### src/rtl/rv_mdu_pkg.sv
// Shared types and helpers for the RV32M multiply/divide unit.
package rv_mdu_pkg;

    typedef enum logic [1:0] {
        DIV  = 2'b00,
        DIVU = 2'b01,
        REM  = 2'b10,
        REMU = 2'b11
    } div_op_t;

    typedef enum logic [1:0] {
        IDLE = 2'b00,
        CALC = 2'b01,
        FIX  = 2'b10
    } div_state_t;

    function automatic logic is_signed(div_op_t op);
        return (op == DIV) || (op == REM);
    endfunction

    function automatic logic is_rem(div_op_t op);
        return (op == REM) || (op == REMU);
    endfunction

endpackage

### src/rtl/divider_step.sv
// One radix-2 restoring iteration on {R,Q}: shift left, trial-subtract, restore on borrow.
module divider_step #(
    parameter int width = 32
) (
    input  logic [width:0]   r,
    input  logic [width-1:0] q,
    input  logic [width-1:0] d,
    output logic [width:0]   r_next,
    output logic [width-1:0] q_next
);

    logic [width+1:0] shifted;
    logic [width+1:0] diff;

    assign shifted = {r, q[width-1]};
    assign diff    = shifted - {2'b00, d};

    always_comb begin
        if (diff[width+1]) begin
            r_next = shifted[width:0];
            q_next = {q[width-2:0], 1'b0};
        end else begin
            r_next = diff[width:0];
            q_next = {q[width-2:0], 1'b1};
        end
    end

endmodule

### src/rtl/divider.sv
// Multi-cycle restoring divider for RV32M (DIV/DIVU/REM/REMU) with start/busy/done handshake.
// Optional macro DIVIDER_EARLY_OUT_EN: single-cycle result when |a| < |b|.
//
//   state | meaning
//   IDLE  | waiting for start; divide-by-zero/overflow/early-out resolved here
//   CALC  | one restoring iteration per cycle, cnt_q counts down to 0
//   FIX   | sign correction, result registered, done pulsed
module divider
    import rv_mdu_pkg::*;
#(
    parameter int width = 32
) (
    input  logic             clk,
    input  logic             rst,
    input  logic             start,
    input  logic [1:0]       op,
    input  logic [width-1:0] a,
    input  logic [width-1:0] b,
    output logic             busy,
    output logic             done,
    output logic [width-1:0] result
);

    localparam int cw = $clog2(width) + 1;

    div_state_t       state, state_nxt;
    logic [width:0]   rem_q, rem_step;
    logic [width-1:0] quo_q, quo_step, dmag_q;
    div_op_t          op_q, op_in;
    logic             sa_q, sb_q;
    logic [cw-1:0]    cnt_q;

    logic             sa_in, sb_in;
    logic [width-1:0] amag, bmag;
    logic             div0, ovf, early, fast;
    logic [width-1:0] fast_res, quo_fix, rem_fix;

    assign op_in = div_op_t'(op);
    assign sa_in = is_signed(op_in) & a[width-1];
    assign sb_in = is_signed(op_in) & b[width-1];
    assign amag  = sa_in ? -a : a;
    assign bmag  = sb_in ? -b : b;

    assign div0 = (b == '0);
    assign ovf  = is_signed(op_in) && (a == {1'b1, {(width-1){1'b0}}}) && (b == '1);
`ifdef DIVIDER_EARLY_OUT_EN
    assign early = !div0 && (amag < bmag);
`else
    assign early = 1'b0;
`endif
    assign fast = div0 | ovf | early;

    // Divide-by-zero takes priority; early-out returns a untouched as the remainder.
    always_comb begin
        fast_res = '0;
        if (div0)
            fast_res = is_rem(op_in) ? a : '1;
        else if (ovf)
            fast_res = is_rem(op_in) ? '0 : a;
        else
            fast_res = is_rem(op_in) ? a : '0;
    end

    assign quo_fix = (sa_q ^ sb_q) ? -quo_q : quo_q;
    assign rem_fix = sa_q ? -rem_q[width-1:0] : rem_q[width-1:0];

    divider_step #(.width(width)) u_step (
        .r      (rem_q),
        .q      (quo_q),
        .d      (dmag_q),
        .r_next (rem_step),
        .q_next (quo_step)
    );

    always_ff @(posedge clk or posedge rst) begin
        if (rst)
            state <= IDLE;
        else
            state <= state_nxt;
    end

    always_comb begin
        state_nxt = state;
        case (state)
            IDLE:    if (start && !fast) state_nxt = CALC;
            CALC:    if (cnt_q == '0) state_nxt = FIX;
            FIX:     state_nxt = IDLE;
            default: state_nxt = IDLE;
        endcase
    end

    assign busy = (state != IDLE);

    always_ff @(posedge clk or posedge rst) begin
        if (rst) begin
            rem_q  <= '0;
            quo_q  <= '0;
            dmag_q <= '0;
            op_q   <= DIV;
            sa_q   <= 1'b0;
            sb_q   <= 1'b0;
            cnt_q  <= '0;
            result <= '0;
            done   <= 1'b0;
        end else begin
            done <= 1'b0;
            case (state)
                IDLE: begin
                    if (start) begin
                        if (fast) begin
                            result <= fast_res;
                            done   <= 1'b1;
                        end else begin
                            rem_q  <= '0;
                            quo_q  <= amag;
                            dmag_q <= bmag;
                            op_q   <= op_in;
                            sa_q   <= sa_in;
                            sb_q   <= sb_in;
                            cnt_q  <= cw'(width - 1);
                        end
                    end
                end
                CALC: begin
                    rem_q <= rem_step;
                    quo_q <= quo_step;
                    if (cnt_q != '0)
                        cnt_q <= cnt_q - cw'(1);
                end
                FIX: begin
                    result <= is_rem(op_q) ? rem_fix : quo_fix;
                    done   <= 1'b1;
                end
                default: ;
            endcase
        end
    end

endmodule

### config.mk
export PLATFORM = sky130hd
export DESIGN_NAME = divider
export DESIGN_NICKNAME = d
export VERILOG_FILES = /design/src/rtl/rv_mdu_pkg.sv /design/src/rtl/divider_step.sv /design/src/rtl/divider.sv
export SDC_FILE = /design/constraint.sdc
export NUM_CORES = 1
export LEC_CHECK = 0
export ABC_CLOCK_PERIOD_IN_PS = 14730
export BUFFER_PORTS_ARGS = -buffer_cell sky130_fd_sc_hd__buf_2
export CORE_MARGIN = 1
export CORE_UTILIZATION = 37
export DETAILED_ROUTE_END_ITERATION = 7
export SLEW_MARGIN = 40
export SYNTH_ARGS = -nofsm -noshare
export SYNTH_HDL_FRONTEND = slang
export SYNTH_SLANG_ARGS = --single-unit
### constraint.sdc
create_clock -name clk -period 14.73 [get_ports clk]
set_input_delay 2.946 -clock clk [delete_from_list [all_inputs] [get_ports clk]]
set_output_delay 2.946 -clock clk [all_outputs]
set_load 0.1 [all_outputs]
==> results.md <==
- Most common cell after layout, fill and taps aside: nand2_1
- WHS Path Cells: 2
- Post-synthesis sequential area ratio: 32.7%
- Final Hold Vio Count: 0
- Setup bufs post-CTS: 0
- Least-Margin Pin Slew: 828 ps
- Post-synth net total: 1464
- Dpl hpwl: 23400 um
- Hold-fix buffers, CTS: 0
- Post_cts resized: 0
- # IOs: 103
- Via count of the routed design: 10300
- CTS tree: done
- Main synth FF type: dfrtp_1
- GRT Util Overall: 21.3%
- Initial antenna violation count: 1
- FF-to-FF End: rem_q[4]
- Gpl congestion: 0.862
- Post-synthesis register bit count: 141
- Antenna Nets Post-Route: 0
- Fmax: 169 MHz
- Worst R2R Start: rem_q[17]
- Vias in the first global route: 9293
- Layout cell share with drive strength beyond 1: 12.5%
- Filler instances: 2981
- Clock root buffer: clkbuf_16
- Row count: 62
- WP data arrival: 6290 ps
- Dpl cells: 1779
- Total CTS buffers: 17
- Port Buffers: 102
- Largest net degree at the start of global routing: 76
- Syn Area/Cell: 7.97 sq um
- Power Total: 2.94 mW
- Worst Setup Start Kind: input pin
- PD cells: 241 mW/mm^2
- Worst-skew pair later-pin latency: 430 ps
- Hold Path Class: reg2reg
- CP Data Required Time: 15100 ps
- Leak: 5.06 nW
- Number of distinct library cells after synthesis: 67
- WL/cell: 17.5 um
- Core box area: 0.0287 sq mm
- Commonest cells after routing, fill and taps aside: 173 x nand2_1, 141 x dfrtp_1, 124 x o21ai_0
- Hold WS: 470 ps
- R2R depth: 11
- Max H-tree Level: 4
- Final-stage net count: 1523
- Critical-path top delay cell: o211a_1
- Max Slew Vio Count: 0
- Filler-free cell count of the finished design: 1809
- Synthesized area: 0.0108 sq mm
- Crit Path Category: in2reg
- Drt drc: 0
- Vias per cell: 5.67
- Min-delay src: result[14]
- Initial Util: 37.6%
- First-pass GRT wire length: 51000 um
- # diodes: 0
- Bufs on Longest Clock Path: 2
- First-pass detailed-route iteration total: 5
- Syn-to-layout area delta: 13.2%
- Clock skew: 11.4 ps
- Synth Instances: 1355
- Clock transition at path regs: 70 ps
- Crit-path cells: buf_2 -> or3_1 -> nor4_2 -> nand4_1 -> nor4_1 -> o211a_1 -> o21ai_0 -> o221ai_1 -> a21o_1
- CP Buf/Inv Count: 1
- Initial DRC count: 796
- DIE WIDTH: 173 um
- Setup TNS: 0 ps
- Rel. slew slack: 44.3%
- Setup-failing EPs final: 0
- Die Y: 173 um
- Worst reg2reg setup slack: 11020 ps
- Global route overflow: 0
- Final period util: 40.2%
- Drt total wl: 31600 um
- Synth warn: 0
- Top delay family on crit path: simple AND/OR/NAND/NOR gates
- Fin util: 42.6%
- DIE AREA: 0.0299 sq mm
- Hold Path Sink: result[14]
- Slowest stage delay, CP: 720 ps
- CTS Sinks: 141
- Worst vdd ir: 122 uV
- Unrepaired setup endpoints after global routing: no
- Max FO, Critical Path: 31
- Crit path time final: 5920 ps
- CP endpoint kind: register
- Number of flops mapped to enable cells by yosys: 0
- Result of the run: completed
- # Max-Cap Violations: 0
- Ys async rst share: 100%
[flip-flops by register name, indices dropped and copies added (netlist names)]
signal / cells
rem_q: 33
quo_q: 32
sa_q: 1
result: 32
dmag_q: 32
op_q: 1
sb_q: 1
state: 2
cnt_q: 6
done: 1
[metrics by stage]
| stage | setup slack, ps | cell area (sq um) |
|---|---|---|
| 6_report | 8810 | 12200 |
| 3_3_place_gp | 8140 | 11600 |
| 2_1_floorplan | 8000 | 10800 |
| 3_5_place_dp | 8480 | 11700 |
| 4_1_cts | 8910 | 12200 |
| 5_1_grt | 8610 | 12200 |
[power breakdown]
part           internal (mW)  switching, mW
Combinational          0.698           1.05
Clock                  0.251          0.174
Sequential             0.554          0.211
[worst register-to-register path, stage by stage (launching register included)]
cell,delay [ps]
dfrtp_1,440
ha_1,400
a211o_1,300
a2111oi_0,450
o21ai_0,260
nand2_1,130
o211ai_1,100
a31oi_1,370
xnor2_1,170
buf_4,280
nand2_1,320
o31ai_1,390
[worst max path at each step]
| stage | end | from | slack (ps) | cells after the start |
|---|---|---|---|---|
| floorplan | cnt_q[0] | rst | 8000 | 1 |
| global placement | cnt_q[1] | a[25] | 8140 | 10 |
| detailed placement | result[23] | a[25] | 8480 | 9 |
| CTS | result[23] | a[25] | 8910 | 9 |
| global route | result[23] | a[25] | 8610 | 9 |
| finish | result[23] | a[25] | 8810 | 9 |
[cells by family (layout without fill, tap and decap cells)]
logic type	count (synthesis)	after routing	synth area share, %
simple gates	472	472	21.0
buf+inv	142	212	5.31
compound gates	409	409	24.0
fa+ha+maj	40	40	4.70
mux	3	3	0.290
xor+xnor	148	148	12.0
flops	141	141	32.7
[per-layer routing]
| metal | part of all wire, % | GRT usage (%) | wire (um) |
|---|---|---|---|
| met1 | 50 | 32.3 | 15900 |
| met2 | 42 | 31.4 | 13300 |
| met3 | 6.2 | 3.36 | 1960 |
| met4 | 1.4 | 5.13 | 429 |
| met5 | 0.041 | 0 | 13 |
[layout make-up]
cell class / count / area, sq um / area share, %
multi-input combinational: 1072 / 6760 / 55.3
sequential: 141 / 3530 / 28.9
timing repair buffer: 115 / 632 / 5.17
tap: 384 / 480 / 3.93
clock buffer: 19 / 443 / 3.62
inverter: 67 / 256 / 2.10
clock inverter: 11 / 120 / 0.983
[synthesized netlist by cell type (4+ instances only)]
library cell	n	area share [%]
nor3_1	27	1.3
a21o_1	11	0.76
buf_6	4	0.42
xnor2_1	73	5.9
a21oi_1	89	4.1
o211ai_1	28	1.9
clkbuf_1	64	2.2
nand2_1	173	6.0
nand4_1	12	0.69
a22oi_1	13	0.90
o41ai_1	11	0.89
o22ai_1	26	1.5
nand3_1	77	3.6
nand2b_1	10	0.58
nor4_1	13	0.75
a221o_1	7	0.65
o21bai_1	4	0.28
a31oi_1	13	0.75
xor2_1	75	6.1
o311ai_0	9	0.73
nor4b_1	4	0.32
a32oi_1	14	1.1
or3_1	6	0.35
ha_1	39	4.5
a211oi_1	6	0.42
or2_2	4	0.23
o31ai_1	26	1.8
inv_1	67	2.3
o21ai_0	124	5.7
nor2_1	87	3.0
o21a_1	4	0.28
and4_1	4	0.32
nor2b_1	7	0.41
dfrtp_1	141	33
buf_2	4	0.19
or4_1	16	1.1
or4_4	5	0.52
o221ai_1	4	0.32
and3_1	9	0.52
Power figures use the tool's default switching activity.
